===== src/rtl/framebuffer_writer.sv =====
`default_nettype none
// ============================================================================
//  Module   : framebuffer_writer
//  Purpose  : Writes the renderer pixel stream into a double-buffered RGB565
//             framebuffer and swaps banks on display vsync after a full frame.
//  Revision : 1.0  initial release
// ============================================================================
module framebuffer_writer #(
  parameter int WIDTH  = 320,
  parameter int HEIGHT = 180,
  parameter int ADDR_W = 16
) (
  input  logic              aclk,
  input  logic              aresetn,
  input  logic [23:0]       pixel_axis_tdata,
  input  logic              pixel_axis_tvalid,
  output logic              pixel_axis_tready,
  input  logic [10:0]       hcount_in,
  input  logic [9:0]        vcount_in,
  input  logic              vsync_in,
  output logic [ADDR_W:0]   fb_addr,
  output logic [15:0]       fb_wdata,
  output logic              fb_we,
  output logic              display_bank,
  output logic              frame_done,
  output logic [15:0]       frame_count,
  output logic [15:0]       drop_count
);

  localparam logic [31:0] c_width  = 32'(WIDTH);
  localparam logic [31:0] c_height = 32'(HEIGHT);
  localparam logic [31:0] c_last_x = 32'(WIDTH - 1);
  localparam logic [31:0] c_last_y = 32'(HEIGHT - 1);

  typedef enum logic [0:0] {
    ST_WRITE     = 1'b0,
    ST_WAIT_SWAP = 1'b1
  } state_t;

  state_t            r_state;
  state_t            w_state_nxt;
  logic              r_wbank;
  logic              r_fb_we;
  logic [ADDR_W:0]   r_fb_addr;
  logic [15:0]       r_fb_wdata;
  logic              r_frame_done;
  logic [15:0]       r_frame_count;
  logic [15:0]       r_drop_count;

  logic              w_xfer;
  logic              w_in_bounds;
  logic              w_last_pixel;
  logic              w_swap;
  logic              w_write;
  logic              w_drop;
  logic [31:0]       w_pix_idx;
  logic [15:0]       w_rgb565;
  logic              w_unused;

  // The renderer may only push while a frame is open for writing.
  assign pixel_axis_tready = (r_state == ST_WRITE);
  assign w_xfer            = pixel_axis_tvalid && (r_state == ST_WRITE);

  assign w_in_bounds  = (32'(hcount_in) < c_width) && (32'(vcount_in) < c_height);
  assign w_last_pixel = (32'(hcount_in) == c_last_x) && (32'(vcount_in) == c_last_y);
  assign w_pix_idx    = 32'(vcount_in) * c_width + 32'(hcount_in);
  assign w_rgb565     = {pixel_axis_tdata[23:19], pixel_axis_tdata[15:10], pixel_axis_tdata[7:3]};

  assign w_write = w_xfer && w_in_bounds;
  assign w_drop  = w_xfer && !w_in_bounds;

  assign w_unused = ^{pixel_axis_tdata[18:16], pixel_axis_tdata[9:8],
                      pixel_axis_tdata[2:0], w_pix_idx[31:ADDR_W]};

  always_ff @(posedge aclk or negedge aresetn) begin
    if (!aresetn) begin
      r_state <= ST_WRITE;
    end else begin
      r_state <= w_state_nxt;
    end
  end

  // A vsync seen while still writing is ignored, so a frame can never swap early.
  always_comb begin
    w_state_nxt = r_state;
    w_swap      = 1'b0;
    case (r_state)
      ST_WRITE: begin
        if (pixel_axis_tvalid && w_last_pixel) begin
          w_state_nxt = ST_WAIT_SWAP;
        end
      end
      ST_WAIT_SWAP: begin
        if (vsync_in) begin
          w_state_nxt = ST_WRITE;
          w_swap      = 1'b1;
        end
      end
      default: begin
        w_state_nxt = ST_WRITE;
      end
    endcase
  end

  always_ff @(posedge aclk or negedge aresetn) begin
    if (!aresetn) begin
      r_wbank       <= 1'b0;
      r_fb_we       <= 1'b0;
      r_fb_addr     <= '0;
      r_fb_wdata    <= '0;
      r_frame_done  <= 1'b0;
      r_frame_count <= '0;
      r_drop_count  <= '0;
    end else begin
      r_fb_we      <= w_write;
      r_frame_done <= w_swap;
      if (w_write) begin
        r_fb_addr  <= {r_wbank, w_pix_idx[ADDR_W-1:0]};
        r_fb_wdata <= w_rgb565;
      end
      if (w_drop && (r_drop_count != 16'hFFFF)) begin
        r_drop_count <= r_drop_count + 16'd1;
      end
      if (w_swap) begin
        r_wbank       <= ~r_wbank;
        r_frame_count <= r_frame_count + 16'd1;
      end
    end
  end

  assign fb_we        = r_fb_we;
  assign fb_addr      = r_fb_addr;
  assign fb_wdata     = r_fb_wdata;
  assign display_bank = ~r_wbank;
  assign frame_done   = r_frame_done;
  assign frame_count  = r_frame_count;
  assign drop_count   = r_drop_count;

endmodule
`default_nettype wire


===== config.mk =====
export PLATFORM = sky130hd
export DESIGN_NAME = framebuffer_writer
export DESIGN_NICKNAME = d
export VERILOG_FILES = /design/src/rtl/framebuffer_writer.sv
export SDC_FILE = /design/constraint.sdc
export NUM_CORES = 1
export LEC_CHECK = 0
export BUFFER_PORTS_ARGS = -buffer_cell sky130_fd_sc_hd__buf_4
export CAP_MARGIN = 25
export CORE_MARGIN = 2
export CORE_UTILIZATION = 46
export CTS_CLUSTER_DIAMETER = 100
export DETAILED_ROUTE_END_ITERATION = 10
export GPL_TIMING_DRIVEN = 0
export PLACE_DENSITY = 0.81
export SLEW_MARGIN = 40
export SYNTH_ARGS = -nofsm -noshare
export SYNTH_HDL_FRONTEND = slang
export SYNTH_SLANG_ARGS = --single-unit
export TNS_END_PERCENT = 10

===== constraint.sdc =====
create_clock -name aclk -period 1.9 [get_ports aclk]
set_input_delay 0.285 -clock aclk [delete_from_list [all_inputs] [get_ports aclk]]
set_output_delay 0.285 -clock aclk [all_outputs]
set_load 0.02 [all_outputs]

After elaboration in Yosys (flattened, before gate mapping)
Cells that the tools add are included. Widths: inputs -> output; s select.

Add/sub/neg operators: 3. Bitwise gates (word level): 2. Div/mod/pow operators: 0. Reductions and logical operators: 8. Multiply operators: 1. $lt $le $gt $ge: 2. Equality and inequality tests: 3. Shift operators: 0. Multiplexer cells: 5.

Operator list (count): $add 16x1->16 const B (2); $add 16x11->16 (1); $ne 16x16->1 const B (1); $eq 11x9->1 const B (1); $lt 11x9->1 const B (1); $eq 10x8->1 const B (1); $lt 10x8->1 const B (1); $mul 10x3->10 const B (1); $logic_and 1x1->1 (7); $mux 1 (4); $not 1->1 (2); $pmux 1 s2 (1); $logic_not 1->1 (1).

Bits in writable memories: 0. Logic and storage cells: 32. Latch bits: 0. Output and inout bits: 69. Register bits after elaboration: 69. ROM bits: 0. Memories: 0.

Longest topological paths before layout
Gate-level depths: netlist of the first run.

Depth in word-level cells: 5. Depth in mapped cells: 9.

Least setup slack after synthesis of the first run
OpenSTA, ideal clock, no wires.

Kind: input -> register. Start point: input port vcount_in[1]. End point: register r_fb_addr[15], in the netlist fb_addr[15]. Path buffers: 0. Arrival: 2.197 ns. Required time: 1.777 ns. Setup time: 0.123 ns. Stages on the path: 9. Path slack: -0.420 ns. Path through: ha_1 -> ha_1 -> fa_1 -> a21o_1 -> a21oi_1 -> xor2_1 -> nor4b_2 -> xnor2_1 -> a21oi_1.

Word-level cells in the longest chain between the ends: 3. Elaborated cells between the ends (all ways): 5.

RTL lines: from (decl) (line 19) `input logic [9:0] vcount_in,`; branches (longest 3 deep; another with $add 16x11->16); to (signal assigned) (line 118) `r_fb_addr <= {r_wbank, w_pix_idx[ADDR_W-1:0]};`; to (decl) (line 44) `logic [ADDR_W:0] r_fb_addr;`.

Parallel ways; which one is timed is not known. A chain may end at the register's enable or synchronous reset.

Final worst setup path of the first run
Start point: input port vcount_in[3]. End point: register r_fb_addr[15], in the netlist fb_addr[15].

The elaborated chain is that of the path after synthesis.

==> results.toml, run 1 <==
[die]
die_h_um = 93.02
core-area_mm2 = 0.007687
placement_rows = 32
initial_core_util_pct = 47.41
top_level_ports = 118
die_w_um = 93.02
die_area_mm2 = 0.008652

[synth]
synthesis.area_mm2 = 0.003645
yosys.area.top_type_share_pct = 47.37
number_of_flops_mapped_to_enable_cells_by_yosys = 0
number_of_instances_in_the_synthesized_netlist = 294
synth.yosys.seq_area_share_pct = 47.37
async_reset_ff_share_pct = 100.0
cell_with_the_most_instances_after_synthesis = "dfrtp_1"
netlist_top_cells_area = "dfrtp_1 47%, xnor2_1 8.2%, mux2_4 7.4%"
synthesis.nets = 365
synthesis.area_per_instance_um2 = 12.40
synth_warnings = 0
ys_top_cells_by_count = "69 x dfrtp_1, 34 x xnor2_1, 20 x ha_1, 18 x mux2_4, 15 x nand2_1"
ys_ff_latch = 69
primary_ff_master_synth = "dfrtp_1"
ys_types = 48
yosysTopAreaCell = "dfrtp_1"

[clocking]
cts.htree.levels = 3
max-clock-path-buffers = 2
clock_tree.root_cell = "clkbuf_8"
cts.sinks = 69
clkSlewWorstSetupHoldPaths_ns = 0.08
tritoncts_buffers = 9
cts_tree = "done"
clock_insertion_delay_worst_skew_ns = 0.33

[drt]
drt_pass1_iterations = 4
wl_per_cell_um = 15.78
initialDrtViolationCount = 73
vias = 2730
totalWireLength_mm = 8.410
post-route-drc-count = 0
postRouteAntennaNets = 0
detail_route.vias_per_cell = 5.122

[sta]
post-route-worst-setup-slack_ns = -0.06864
max_freq_mhz = 508.0
slew-limit-headroom_pct = 70.46
post-route-period-util_pct = 103.6
finalSetupViolations = 4
final_skew_ns = 0.01495
rsz_0062_raised_after_global_routing = "true"
hold_viol = 0
layout_min_cycle_time_ns = 1.969
finalMaxSlewViolations = 0
worstMarginPinSlew_ns = 0.4385

[worst_hold_path]
hold_path.startpoint = "vsync_in"
hold_end = "r_state"
min_delay_path_depth = 2
timing.hold.worst.class = "in -> reg"

[grt]
grt.overflow.total = 0
grt_first_pass_wirelength_mm = 13.23
grt_start_max_net_pins = 44
first_global_vias = 2743
antenna_violations_before_repair = 0
track_usage_pct = 19.54

[power_and_ir_drop]
seq_power_share_pct = 41.2
report.power.total_mw = 4.581
vdd_ir_drop_max_v = 0.0003291
power_switching_mw = 1.555
internal_power_mw = 3.026
power_per_cell_area_mw_per_mm2 = 894.0
switching_share_pct = 33.94
leakage_nw = 2.436
combPwrFrac_pct = 37.2
clkPwrFrac_pct = 21.7

[placement]
buffer_ports.inserted = 109
place.detailed.hpwl_mm = 6.120
place_area_mm2 = 0.004696
gpl.final_weighted_congestion = 0.8332

[setup_path]
path_class = "in -> reg"
r2r_setup_slack_ns = 0
timing.rr.end = "drop_count[15]"
worstPathMaxFanout = 3
worst-endpoint-required_ns = 2.12
startpoint_type = "primary input"
r2r.worst_path.cells = 7
cp.arrival_ns = 2.19
critical_path.reg2reg.startpoint = "drop_count[4]"
crit_path_end_kind = "flop"

[final_layout]
final_area_mm2 = 0.005124
final_layout_net_count = 498
fraction_of_final_layout_cells_sized_beyond_drive_strength_1_pct = 47.10
syn2layout_area_growth_pct = 40.58
n_antenna_cell = 0

[run_status]
run_status = "complete, but fails checks"
violations = "setup timing"

[flow_run]
max_cap_violations = 0
[routing by layer]
metal	global-route usage, %	share of wire, %
met5	0	0
met4	6.985	1.2
met3	5.077	6.1
met2	32.49	51
met1	24.72	42
[critical path, stage by stage]
cell     delay [ns]
buf_8          0.10
ha_4           0.23
ha_4           0.16
fa_2           0.38
a21o_1         0.20
a21oi_4        0.17
xor2_2         0.12
nor4b_4        0.30
xnor2_1        0.15
a21oi_1        0.08
[what timing repair did]
action | in CTS | in global routing
gates resized for setup | 16 | 13
pin swaps | 20 | 11
buffers inserted | 8 | 4
hold endpoints to repair | 26 | 0
endpoints found under the setup margin | 10 | 20
cloned | 0 | 0
hold buffers | 1 | 0
[cell type report]
type                    instances  area, um^2
well taps                     102       127.6
plain buffers                   6       71.32
clock inverters                 5       28.78
multi-input cells             208        2058
clock buffers                  10       127.6
fillers                       599        2564
repair buffers                122       942.2
inverters                      11       41.29
flip-flops and latches         69        1727
[per-stage QoR]
stage | TNS [ns] | utilization, % | std cells | hold WS, ns | setup WS (ns)
finish | -0.1254 | 66.65 | 533 | 0.1427 | -0.06864
global route | -0.7549 | 66.65 | 533 | 0.1213 | -0.1437
CTS | -0.07336 | 65.33 | 530 | 0.1131 | -0.04412
detailed placement | -9.285 | 61.08 | 506 | 0.2269 | -0.5189
global placement | -8.486 | 60.82 | 505 | 0.4418 | -0.4901
floorplan | -0.9791 | - | 294 | -0.01059 | -0.2334
[how the worst max path moves through the flow]
stage / from / end / depth (start not counted)
2_1_floorplan: vcount_in[1] / fb_addr[14] / 8
4_1_cts: vcount_in[3] / fb_addr[15] / 10
3_3_place_gp: vcount_in[3] / fb_addr[15] / 9
5_1_grt: vcount_in[3] / fb_addr[15] / 10
6_report: vcount_in[3] / fb_addr[15] / 10
3_5_place_dp: vcount_in[3] / fb_addr[15] / 9
[state kept, by name, indices dropped and copies added, names as in the netlist]
name and count:
fb_we 1, r_state 1, frame_done 1, drop_count 16
fb_addr 17, r_wbank 1, fb_wdata 16, frame_count 16
[power groups by stage]
stage / combinational, mW / clock [mW] / sequential (mW)
2_1_floorplan: 0.613 / 0 / 2.17
5_1_grt: 1.82 / 1.10 / 1.91
4_1_cts: 1.63 / 1.03 / 1.88
3_5_place_dp: 1.50 / 0 / 1.92
3_3_place_gp: 1.47 / 0 / 1.91
6_report: 1.70 / 0.994 / 1.88
[cells in the final DEF, fill, tap and decap left out, drive strengths merged, types with 2 or more instances in the layout]
cell    netlist  layout
nor4b         2       2
o21ai        12      12
dfrtp        69      69
nand4b        2       2
clkbuf        1      11
nor2b         2       2
nand4         8       8
nand3b        2       2
nor3          3       3
buf           5     126
ha           20      20
o211ai        3       3
nand3        10      10
and3          9       9
a21oi        11      11
o31ai         3       3
clkinv        0       5
inv          11      11
a21o          2       2
mux2         27      27
nor2         14      14
xor2          9       9
fa            2       2
xnor2        34      34
and2          3       3
a211oi        2       2
nand2        15      15
[kinds of logic (layout without fill, tap and decap cells)]
family	Yosys count	count (layout)	synth area share (%)
AOI/OAI and AO/OA	41	41	8.857
xor gates and xnor gates	43	43	10.33
adders and majority gates	22	22	7.964
buffers and inverters	17	154	3.089
DFF	69	69	47.37
muxes	28	28	10.47
and+or+nand+nor	74	74	11.91
No activity file was read; power rests on OpenSTA's default activity.
==> run 2: changes to the inputs <==
--- a/config.mk
+++ b/config.mk
@@ -13,6 +13,7 @@
 export DETAILED_ROUTE_END_ITERATION = 10
 export GPL_TIMING_DRIVEN = 0
 export PLACE_DENSITY = 0.81
+export SETUP_SLACK_MARGIN = 0.4
 export SLEW_MARGIN = 40
 export SYNTH_ARGS = -nofsm -noshare
 export SYNTH_HDL_FRONTEND = slang
==> run 2 against run 1 <==
  * The flow still finishes with violations (setup timing)
  * Critical path depth unchanged
  * Hold slack lost 0.0088 ns
  * Cell area increased by 8.8%
  * Clock power up 66%
  * Critical endpoint unchanged
  * Largest cell class unchanged
==> results.toml, run 2 (synthesis gave the netlist of run 1 again) <==
[power_and_ir_drop]
vdd_ir_drop_max_v = 0.0004979
report.power.total_mw = 5.353
combPwrFrac_pct = 34.0
internal_power_mw = 3.724
switching_share_pct = 30.43
power_switching_mw = 1.629
seq_power_share_pct = 35.2
clkPwrFrac_pct = 30.8
power_per_cell_area_mw_per_mm2 = 960.5
leakage_nw = 2.630

[flow_run]
max_cap_violations = 0

[drt]
postRouteAntennaNets = 0
wl_per_cell_um = 16.60
post-route-drc-count = 0
detail_route.vias_per_cell = 5.192
vias = 2840
drt_pass1_iterations = 4
totalWireLength_mm = 9.080
initialDrtViolationCount = 113

[sta]
layout_min_cycle_time_ns = 2.049
finalMaxSlewViolations = 0
final_skew_ns = 0.01270
post-route-worst-setup-slack_ns = -0.1492
slew-limit-headroom_pct = 73.63
hold_viol = 0
rsz_0062_raised_after_global_routing = "true"
finalSetupViolations = 4
timing.hold.ws_ns = 0.1339
post-route-period-util_pct = 107.9
worstMarginPinSlew_ns = 0.3937
max_freq_mhz = 488.0

[die]
core-area_mm2 = 0.007687
die_h_um = 93.02
initial_core_util_pct = 47.41
die_area_mm2 = 0.008652
placement_rows = 32
top_level_ports = 118
die_w_um = 93.02

[clocking]
cts.sinks = 69
max-clock-path-buffers = 2
clock_insertion_delay_worst_skew_ns = 0.34
clkSlewWorstSetupHoldPaths_ns = 0.08
cts.htree.levels = 3
tritoncts_buffers = 9
clock_tree.root_cell = "clkbuf_8"
cts_tree = "done"

[placement]
dp.cells = 506
buffer_ports.inserted = 109
gpl.final_weighted_congestion = 0.7858
place.detailed.hpwl_mm = 6.067

[final_layout]
largest_register_ffs = 17
layout.cells.most_common = "buf_4"
ff_latch_area_mm2 = 0.001728
fin_cells = 547
syn2layout_area_growth_pct = 52.90
n_antenna_cell = 0
layout_common_cells = "122 x buf_4, 68 x dfrtp_1, 29 x xnor2_1, 26 x mux2_4"
multiInputGateArea_mm2 = 0.002241
final_layout_net_count = 511
fraction_of_final_layout_cells_sized_beyond_drive_strength_1_pct = 55.73
final.fill_count = 540

[worst_hold_path]
timing.hold.worst.class = "in -> reg"

[setup_path]
crit_path_end_kind = "flop"
slowest_stage = "fa_2"
startpoint_type = "primary input"
worstPathMaxFanout = 3
cp.arrival_ns = 2.26
crit_path_max_incr_delay_ns = 0.38
cells_traversed_along_the_worst_timing_path = "buf_8, ha_4, ha_4, fa_2, a211oi_1, o21bai_1, a21oi_1, xnor2_1, xnor2_1, a21oi_1"
worst-endpoint-required_ns = 2.11
critical_path.n_buffers_inverters = 1
path_delay_family = "adder cells"
path_class = "in -> reg"

[grt]
antenna_violations_before_repair = 0
grt_first_pass_wirelength_mm = 14.51
grt_start_max_net_pins = 44
track_usage_pct = 21.46
grt.overflow.total = 0
first_global_vias = 2968

[run_status]
run_status = "complete, but fails checks"
violations = "setup timing"
==> run 2: final timing paths <==
check                                start              end  slack (ns)  depth (start not counted)
setup / recovery              vcount_in[3]      fb_addr[15]       -0.15                         10
hold / removal                    vsync_in          r_state        0.13                          2
setup reg to reg             drop_count[5]    drop_count[7]        0.02                          8
hold reg to reg            frame_count[13]  frame_count[13]        0.50                          1
max in group asynchronous          aresetn   frame_count[4]        0.94                          3
min in group asynchronous          aresetn     fb_wdata[13]        0.41                          2
==> run 2: through the flow <==
step                      TNS (ns)  utilization, %  area, um^2  setup slack, ns
after floorplan            -0.9024               -        3737          -0.2254
after global placement      -8.387           60.92        4683          -0.4904
after detailed placement    -8.466           61.18        4703          -0.5507
after CTS                  -0.1296           69.89        5373         -0.07846
after global routing       -0.7403           72.49        5573          -0.1711
final                      -0.2615           72.49        5573          -0.1492
==> run 2: power by group through the flow <==
stage | Sequential, mW | Combinational (mW) | Clock (mW)
CTS | 1.88 | 1.74 | 1.68
global placement | 1.90 | 1.47 | 0
global route | 1.92 | 1.94 | 1.76
detailed placement | 1.91 | 1.51 | 0
finish | 1.89 | 1.82 | 1.65
floorplan | 2.17 | 0.621 | 0
==> run 2: what timing repair did <==
item                       4_1_cts  5_1_grt
hold endpoints to repair        26        0
hold buffers                     1        0
gates cloned                     1        0
resized for setup               49       34
setup endpoints to repair       57       55
setup buffers                   17        6
pin swaps                       53       45
==> run 2: cell type report <==
class	instances	share of cell area [%]
multi-input cells	209	40.21
flip-flops and latches	69	31.01
repair buffers	134	19.06
clock buffers	11	2.717
clock inverters	5	2.313
well taps	102	2.290
plain buffers	6	1.661
inverters	11	0.7409
==> run 2: layer usage <==
layer,up-vias,wire (um),GRT usage [%]
met5,-,0,0
met4,0,162,7.475
met3,16,514,4.835
met2,101,4749,37.14
met1,1389,3653,26.44
li1,1334,-,-
==> run 3: changes to the inputs <==
--- a/config.mk
+++ b/config.mk
@@ -14,6 +14,7 @@
 export GPL_TIMING_DRIVEN = 0
 export PLACE_DENSITY = 0.81
 export SETUP_SLACK_MARGIN = 0.4
+export SKIP_LAST_GASP = 1
 export SLEW_MARGIN = 40
 export SYNTH_ARGS = -nofsm -noshare
 export SYNTH_HDL_FRONTEND = slang
==> run 3 against run 2 <==
  * The run still ends with setup timing left
  * Maximum frequency rose by 2.0%
  * Largest power group unchanged
  * Hold slack got worse by 0.0083 ns
  * Register-to-register slack gained 0.03 ns
  * Worst setup slack better by 0.041 ns
  * Core utilization decreased by 1.7 points
  * Critical path depth down 1
  * Clock skew grew 0.0018 ns
  * Sequential power is essentially flat
  * Die area did not move
  * First-iteration DRC count decreased by 22%
  * Clock power hardly changed
==> results.toml, run 3 (synthesis gave the netlist of run 1 again) <==
[power_and_ir_drop]
switching_share_pct = 30.33
seq_power_share_pct = 35.6
report.power.total_mw = 5.288
power_per_cell_area_mw_per_mm2 = 971.6
power_switching_mw = 1.604
leakage_nw = 2.606
internal_power_mw = 3.684
clkPwrFrac_pct = 31.2
vdd_ir_drop_max_v = 0.0004604
combPwrFrac_pct = 33.2

[flow_run]
max_cap_violations = 0

[final_layout]
multiInputGateArea_mm2 = 0.002078
n_antenna_cell = 0
fraction_of_final_layout_cells_sized_beyond_drive_strength_1_pct = 51.32
largest_register_ffs = 17
layout.cells.most_common = "buf_4"
syn2layout_area_growth_pct = 49.33
fin_cells = 556
final_area_mm2 = 0.005443
layout_common_cells = "138 x buf_4, 69 x dfrtp_1, 33 x xnor2_1, 19 x mux2_4, 15 x nand2_1"
final.fill_count = 555
ff_latch_area_mm2 = 0.001727
final_layout_net_count = 520

[drt]
post-route-drc-count = 0
postRouteAntennaNets = 0
vias = 2860
initialDrtViolationCount = 88
totalWireLength_mm = 8.942
drt_pass1_iterations = 4
wl_per_cell_um = 16.08
detail_route.vias_per_cell = 5.144

[placement]
gpl.final_weighted_congestion = 0.7858
place.detailed.hpwl_mm = 6.067
buffer_ports.inserted = 109
place_worst_setup_slack_ns = -0.5507
dp.cells = 506
place_area_mm2 = 0.004703

[grt]
track_usage_pct = 20.96
grt_start_max_net_pins = 44
first_global_vias = 2959
grt.overflow.total = 0
antenna_violations_before_repair = 0
grt_first_pass_wirelength_mm = 14.19

[setup_path]
crit_path_max_incr_delay_ns = 0.45
slowest_stage = "fa_2"
cp.arrival_ns = 2.22
crit_path_frequent_cell = "ha_4"
worst-endpoint-required_ns = 2.11
crit_path_end_kind = "flop"
worstPathMaxFanout = 4
startpoint_type = "primary input"
path_class = "in -> reg"
cells_traversed_along_the_worst_timing_path = "buf_6, ha_4, ha_4, fa_2, ha_4, a21boi_4, o2111ai_2, xnor2_1, a21oi_1"

[sta]
finalMaxSlewViolations = 0
rsz_0062_raised_after_global_routing = "true"
worstMarginPinSlew_ns = 0.4012
post-route-worst-setup-slack_ns = -0.1081
hold_viol = 0
final_skew_ns = 0.01451
post-route-period-util_pct = 105.7
finalSetupViolations = 4
layout_min_cycle_time_ns = 2.008
max_freq_mhz = 498.0
slew-limit-headroom_pct = 73.13

[clocking]
cts.sinks = 69
max-clock-path-buffers = 2
cts_tree = "done"
cts.htree.levels = 3
tritoncts_buffers = 9
clock_insertion_delay_worst_skew_ns = 0.34
clkSlewWorstSetupHoldPaths_ns = 0.08
clock_tree.root_cell = "clkbuf_8"

[die]
initial_core_util_pct = 47.41
top_level_ports = 118
placement_rows = 32
die_w_um = 93.02
core-area_mm2 = 0.007687
die_area_mm2 = 0.008652
die_h_um = 93.02

[worst_hold_path]
timing.hold.worst.class = "in -> reg"

[run_status]
run_status = "complete, but fails checks"
violations = "setup timing"
[run 3: cell count changes in the layout (fill, tap and decap cells not counted), moves of 7 or more]
cell / change
mux2_2: +7
nand3_2: -7
buf_4: +16
nand3_1: +7
mux2_4: -7
[run 3: final timing paths]
check,cells after the start,slack [ns],startpoint,to
setup / recovery,9,-0.11,vcount_in[1],fb_addr[14]
min in group asynchronous,2,0.41,aresetn,fb_wdata[13]
setup reg to reg,7,0.05,drop_count[5],drop_count[15]
hold reg to reg,1,0.51,frame_count[13],frame_count[13]
hold / removal,2,0.13,vsync_in,r_state
max in group asynchronous,3,0.94,aresetn,frame_count[6]
[run 3: worst max-delay path, delay by kind of cell]
kind                     cells  cell delay, ns
AO/OA/AOI/OAI                3            0.45
adder cells (fa/ha/maj)      4            1.16
XOR/XNOR                     1            0.21
buffers and inverters        1            0.11
[run 3: routing by layer]
layer	track usage [%]	up-vias	share of wire, %
li1	-	1354	-
met1	25.07	1399	42
met2	35.99	92	52
met3	5.721	15	5.1
met4	8.088	0	1.5
met5	0	-	0
[run 3: what timing repair did]
item                                    in CTS  in global routing
endpoints found under the setup margin      57                 60
gates resized for setup                     23                 19
endpoints found under the hold margin       26                  0
pin swaps                                   20                  8
hold buffers                                 1                  0
cloned                                       1                  0
setup buffers                               17                 15
[run 3: layout make-up]
type / instances / share of cell area [%]
Multi-Input combinational cell: 209 / 38.18
Sequential cell: 69 / 31.72
Timing Repair Buffer: 143 / 20.28
Clock buffer: 11 / 2.782
Clock inverter: 5 / 2.368
Tap cell: 102 / 2.345
Buffer: 6 / 1.563
Inverter: 11 / 0.7586
[run 3: through the flow]
stage          util, %  TNS (ns)  hold WS [ns]
5_1_grt          70.80   -0.6669        0.1043
3_3_place_gp     60.92    -8.387        0.4417
6_report         70.80   -0.3314        0.1255
3_5_place_dp     61.18    -8.466        0.2276
2_1_floorplan        -   -0.9024      -0.01059
4_1_cts          68.46   -0.1378        0.1102
[run 3: power by group through the flow]
stage          Sequential (mW)  Clock, mW  Combinational, mW
2_1_floorplan             2.17          0              0.621
3_3_place_gp              1.90          0               1.47
3_5_place_dp              1.91          0               1.51
4_1_cts                   1.87       1.68               1.70
5_1_grt                   1.91       1.76               1.87
6_report                  1.88       1.65               1.76
